File: src/rtl/param_delay_line_pkg.sv
// Shared definitions for the programmable delay line: default sizing,
// the per-stage record layout and the settle-counter width helper.
package param_delay_line_pkg;

    localparam int unsigned DLY_MAX_DEPTH = 16;
    localparam int unsigned DLY_DATA_W    = 8;

    // One register stage: qualifier plus sample
    typedef struct packed {
        logic                  valid;
        logic [DLY_DATA_W-1:0] data;
    } dly_rec_t;

    // Counter must reach MAX_DEPTH inclusive
    function automatic int unsigned settle_cnt_w(input int unsigned max_depth);
        return $clog2(max_depth + 1);
    endfunction

endpackage

File: src/rtl/param_delay_line_dly_stage.sv
// Single register slice of the delay line: captures {valid, data} on an
// enabled edge, clears on flush, holds otherwise.
module dly_stage
    import param_delay_line_pkg::*;
#(
    parameter int unsigned DATA_W = DLY_DATA_W
) (
    input  logic              sys_clk,
    input  logic              sys_rst_n,
    input  logic              en,
    input  logic              flush,
    input  logic              valid_i,
    input  logic [DATA_W-1:0] data_i,
    output logic              valid_o,
    output logic [DATA_W-1:0] data_o
);

    // Stage register: flush beats enable, enable gates the shift
    always_ff @(posedge sys_clk or negedge sys_rst_n) begin
        if (!sys_rst_n) begin
            valid_o <= 1'b0;
            data_o  <= '0;
        end else if (flush) begin
            valid_o <= 1'b0;
            data_o  <= '0;
        end else if (en) begin
            valid_o <= valid_i;
            data_o  <= data_i;
        end
    end

endmodule

File: src/rtl/param_delay_line.sv
// Runtime-selectable delay line. Tap 0 is a combinational pass-through,
// taps 1..MAX_DEPTH are register stages. A settle counter suppresses
// valid_o after a tap switch or flush until the selected tap only holds
// samples captured after that event.
module param_delay_line
    import param_delay_line_pkg::*;
#(
    parameter int unsigned DATA_W    = DLY_DATA_W,
    parameter int unsigned MAX_DEPTH = DLY_MAX_DEPTH,
    parameter int unsigned SEL_W     = 5
) (
    input  logic              sys_clk,
    input  logic              sys_rst_n,
    input  logic              en,
    input  logic              flush,
    input  logic [SEL_W-1:0]  dly_sel,
    input  logic [DATA_W-1:0] data_i,
    input  logic              valid_i,
    output logic [DATA_W-1:0] data_o,
    output logic              valid_o,
    output logic              settled,
    output logic              sel_err
);

    localparam int unsigned CNT_W = settle_cnt_w(MAX_DEPTH);
    localparam int unsigned CMP_W = (CNT_W > SEL_W) ? CNT_W : SEL_W;

    localparam logic [SEL_W-1:0] MAX_SEL = SEL_W'(MAX_DEPTH);
    localparam logic [CNT_W-1:0] CNT_MAX = CNT_W'(MAX_DEPTH);

    // Index 0 is the live input; index k is the output of stage k
    logic [MAX_DEPTH:0][DATA_W-1:0] st_data;
    logic [MAX_DEPTH:0]             st_valid;

    logic [SEL_W-1:0] d_eff;
    logic [SEL_W-1:0] dly_q;
    logic [CNT_W-1:0] settle_cnt;
    logic             sel_over;
    logic             change;
    logic             valid_raw;
    logic [CMP_W-1:0] cnt_ext;
    logic [CMP_W-1:0] d_ext;

    assign st_data[0]  = data_i;
    assign st_valid[0] = valid_i;

    for (genvar k = 1; k <= MAX_DEPTH; k++) begin : g_stage
        dly_stage #(
            .DATA_W (DATA_W)
        ) u_stage (
            .sys_clk   (sys_clk),
            .sys_rst_n (sys_rst_n),
            .en        (en),
            .flush     (flush),
            .valid_i   (st_valid[k-1]),
            .data_i    (st_data[k-1]),
            .valid_o   (st_valid[k]),
            .data_o    (st_data[k])
        );
    end

    assign sel_over = (dly_sel > MAX_SEL);
    assign d_eff    = sel_over ? MAX_SEL : dly_sel;
    assign change   = (d_eff != dly_q);
    assign cnt_ext  = CMP_W'(settle_cnt);
    assign d_ext    = CMP_W'(d_eff);

    // Output tap selection; tap 0 is forced low while reset is asserted
    always_comb begin
        data_o    = '0;
        valid_raw = 1'b0;
        settled   = 1'b0;
        if (d_eff == '0) begin
            if (sys_rst_n) begin
                data_o    = data_i;
                valid_raw = valid_i;
                settled   = 1'b1;
            end
        end else begin
            data_o    = st_data[d_eff];
            valid_raw = st_valid[d_eff];
            settled   = sys_rst_n & (cnt_ext >= d_ext) & ~change;
        end
        valid_o = valid_raw & settled;
    end

    // Tap tracking, saturating settle counter and registered range error
    always_ff @(posedge sys_clk or negedge sys_rst_n) begin
        if (!sys_rst_n) begin
            dly_q      <= '0;
            settle_cnt <= '0;
            sel_err    <= 1'b0;
        end else begin
            dly_q   <= d_eff;
            sel_err <= sel_over;
            if (flush || change) begin
                settle_cnt <= '0;
            end else if (en && (settle_cnt < CNT_MAX)) begin
                settle_cnt <= settle_cnt + 1'b1;
            end
        end
    end

endmodule
File: config.mk
export PLATFORM = sky130hd
export DESIGN_NAME = param_delay_line
export DESIGN_NICKNAME = d
export VERILOG_FILES = /design/src/rtl/param_delay_line_pkg.sv /design/src/rtl/param_delay_line_dly_stage.sv /design/src/rtl/param_delay_line.sv
export SDC_FILE = /design/constraint.sdc
export NUM_CORES = 1
export LEC_CHECK = 0
export CELL_PAD_IN_SITES_DETAIL_PLACEMENT = 1
export CELL_PAD_IN_SITES_GLOBAL_PLACEMENT = 1
export CORE_ASPECT_RATIO = 0.7
export CORE_UTILIZATION = 50
export DETAILED_ROUTE_END_ITERATION = 7
export GPL_TIMING_DRIVEN = 0
export PLACE_DENSITY = 0.81
export RECOVER_POWER = 25
export SYNTH_ARGS = -nofsm -noshare
export SYNTH_HDL_FRONTEND = slang
export SYNTH_SLANG_ARGS = --single-unit
File: constraint.sdc
create_clock -name sys_clk -period 3.1 [get_ports sys_clk]
set_input_delay 0.31 -clock sys_clk [delete_from_list [all_inputs] [get_ports sys_clk]]
set_output_delay 0.31 -clock sys_clk [all_outputs]
set_load 0.02 [all_outputs]
==> impl_results.md <==
- Peak supply drop: 0.4381 mV
- H-tree levels: 4
- Full die area: 0.01630 mm^2
- Avg WL per Cell: 25.90 um
- Diode count: 0
- Fin. Hold Viols: 0
- Setup WS post-layout: 0.08518 ns
- Die Y-Extent: 107.1 um
- Vias in the first global route: 6,752
- Layout area overhead: 14.61%
- Most common cell after layout, fill and taps aside: mux2i_1
- Yosys reg bits: 155
- RSZ-0062 raised after global routing: no
- LEAKAGE: 0.004436 uW
- I/O pin count: 29
- Layout cells sized above 1: 0.1094
- Crit-path most repeated cell: buf_8
- Antenna Violating Nets Remaining: 0
- Ys Warns: 0
- Cts bufs inserted: 17
- DR DRC count: 2
- Final period utilization: 0.9725
- Grt total ovfl: 0
- First DRT Iteration DRCs: 496
- WS Path Type: primary input to output pin
- Largest net degree at the start of global routing: 104
- Netlist cell types: 52
- Top_reg_cell synth: dfrtp_1
- Post-Synthesis Cells: 727
- Vias per inst: 6.210
- Port buffer count: 25
- Post-synth design cell area: 0.007894 mm^2
- CP required: 2.79 ns
- Clk buf depth: 2
- Clock transition at path regs: 0.06 ns
- DR pass1 iterations: 7
- Final instance area: 0.009047 mm^2
- Pwr/cell area: 527.3 mW/mm^2
- Core ar.: 0.01545 mm^2
- CP arrival: 2.70 ns
- Die X: 152.2 um
- Worst-skew pair later-pin latency: 0.44 ns
- Skew final: 0.005653 ns
- Failing checks: design-rule violations
- Antenna violations before repair: 0
- Final setup viols: 0
- Avg Inst Size Synth: 10.86 um^2
- Rel. slew slack: 0.06078
- Clock root buffer: clkbuf_16
- DPL Wire Length: 16.93 mm
- Worst-margin pin slew: 1.409 ns
- Tot GR Track Use: 0.3377
- Worst hold-check path type: primary input to flip-flop
- CP endpoint kind: output pin
- FMAX: 0.3317 GHz
- Cell chain of the critical path: clkdlybuf4s50_1 > buf_6 > buf_8 > buf_8 > mux2i_1 > o22ai_1 > o32ai_1 > o21ai_1 > dlygate4sd2_1
- Worst-path cell with the longest stage delay: clkdlybuf4s50_1
- DP Area: 0.008423 mm^2
- CTS tree: built
- CP Launch Type: primary input
- Number of synthesized flops with an enable pin: 0
- Post-Syn Nets: 751
- First-pass GRT wire length: 40.32 mm
- Routability congestion estimate: 0.8906
- Via count: 6,123
- Num rows: 38
- Status: finished, violations left
- Initial core utilization: 0.5109
- Max_cap viols: 0
- Layout Nets: 797
- WL final: 25.54 mm
- Final period demand of the worst path: 3.015 ns
- Worst Path Buf+Inv: 5
- Setup slack at placement: -0.1877 ns
- Cell family with most CP delay: buffers and inverters
- Worst-path fanout max: 10
- Fillers: 1,633
- Most frequent cells in the layout: mux2i_1 (176), nor2_1 (161), dfrtp_1 (155), clkbuf_1 (26), nand2_1 (24)
- Clock Sinks: 155
- Sequential fraction of the synthesis area: 0.4914
- R2r setup slk: 1.69 ns
- Async SR Flop Fraction: 1.000
- Slew Limit Fails: 0
- Max incr delay on CP: 0.55 ns
## final timing paths
check | from | end | cells after the start
worst max-delay path | dly_sel[2] | data_o[4] | 9
worst min-delay path | dly_sel[0] | sel_err | 3
worst max register to register | dly_q[1] | cnt_ext[0] | 5
worst min register to register | g_stage[9].u_stage.data_o[5] | g_stage[9].u_stage.data_o[5] | 2
max in group asynchronous | sys_rst_n | g_stage[13].u_stage.data_o[3] | 3
min in group asynchronous | sys_rst_n | g_stage[5].u_stage.valid_o | 2
## flip-flops by register name, summed over array words and instances (netlist names)
register and flops:
g_stage.u_stage.valid_o 16, dly_q 5, cnt_ext 5, sel_err 1, g_stage.u_stage.data_o 128
## Yosys cell counts (2+ instances only)
master       n  share of area
buf_2       17          0.011
a21boi_0     8         0.0076
a221o_1      4         0.0051
ha_1         6         0.0095
inv_1        8         0.0038
nand2b_1     3         0.0024
a31oi_1      8         0.0063
o22ai_1      9         0.0071
xnor2_1      5         0.0055
nand2_1     26          0.012
clkbuf_1    24          0.011
o31ai_1      4         0.0038
nand4_1      2         0.0016
mux4_2       9          0.026
nor2_1     163          0.078
buf_6        8          0.011
dfrtp_1    155           0.49
a21boi_1     3         0.0029
o32ai_1      4         0.0044
a2111oi_0    3         0.0033
a21o_1       6         0.0057
buf_4        2         0.0019
a22oi_1     11          0.010
nor3_1       7         0.0044
o21ai_0     17          0.011
buf_8        2         0.0038
nor2b_1      2         0.0016
mux2i_1    176           0.22
o21ai_1      6         0.0038
a21oi_1      7         0.0044
## per-stage QoR
step	TNS (ns)	instances	hold slack [ns]	power [uW]	utilization
global placement	-741.44	952	0.5038	2542	0.5432
CTS	0	986	0.2048	4790	0.5867
finish	0	986	0.2124	4771	0.5855
floorplan	0	727	0.01441	2353	-
global route	0	986	0.2424	4900	0.5855
detailed placement	-1.233	953	0.3060	2559	0.5451
## layout make-up
| type | instances | area, um^2 | area share |
|---|---|---|---|
| inverter | 9 | 36.28 | 0.004011 |
| multi-input combinational | 510 | 3691 | 0.4080 |
| tap | 200 | 250.2 | 0.02766 |
| sequential | 155 | 3879 | 0.4287 |
| clock inverter | 11 | 167.7 | 0.01853 |
| clock buffer | 21 | 450.4 | 0.04979 |
| timing repair buffer | 28 | 264.0 | 0.02918 |
| buffer | 52 | 309.0 | 0.03416 |
## where the power goes
group	switching (uW)	total, uW	leakage, uW	internal, uW
Sequential	16.0	2060	0.00215	2040
Clock	875	2240	0.000297	1370
Combinational	316	471	0.00199	155
Total	1210	4770	0.00444	3560
## kinds of logic after synthesis
logic type | Yosys count | share of synthesized area
simple gates | 215 | 0.1141
flops | 155 | 0.4914
compound gates | 97 | 0.08417
fa+ha+maj | 6 | 0.009510
xor+xnor | 6 | 0.006657
buf+inv | 62 | 0.04391
mux | 186 | 0.2503
## per-layer routing
layer | track usage | routed length, um | part of all wire
met3 | 0.09256 | 1961 | 0.077
met4 | 0.1385 | 667 | 0.026
met1 | 0.4364 | 10860 | 0.43
met5 | 0 | 0 | 0
met2 | 0.5405 | 12050 | 0.47
## worst min-delay path: stages
cell	delay, ns
buf_6	0.14
nor4_4	0.08
nor2_1	0.08
## what timing repair did
item / 4_1_cts / 5_1_grt
buffers inserted: 1 / 0
gates resized for setup: 16 / 4
pin swaps: 1 / 1
hold buffers: 1 / 0
endpoints found under the hold margin: 52 / 0
endpoints found under the setup margin: 10 / 2
(Power assumes the default switching activity.)
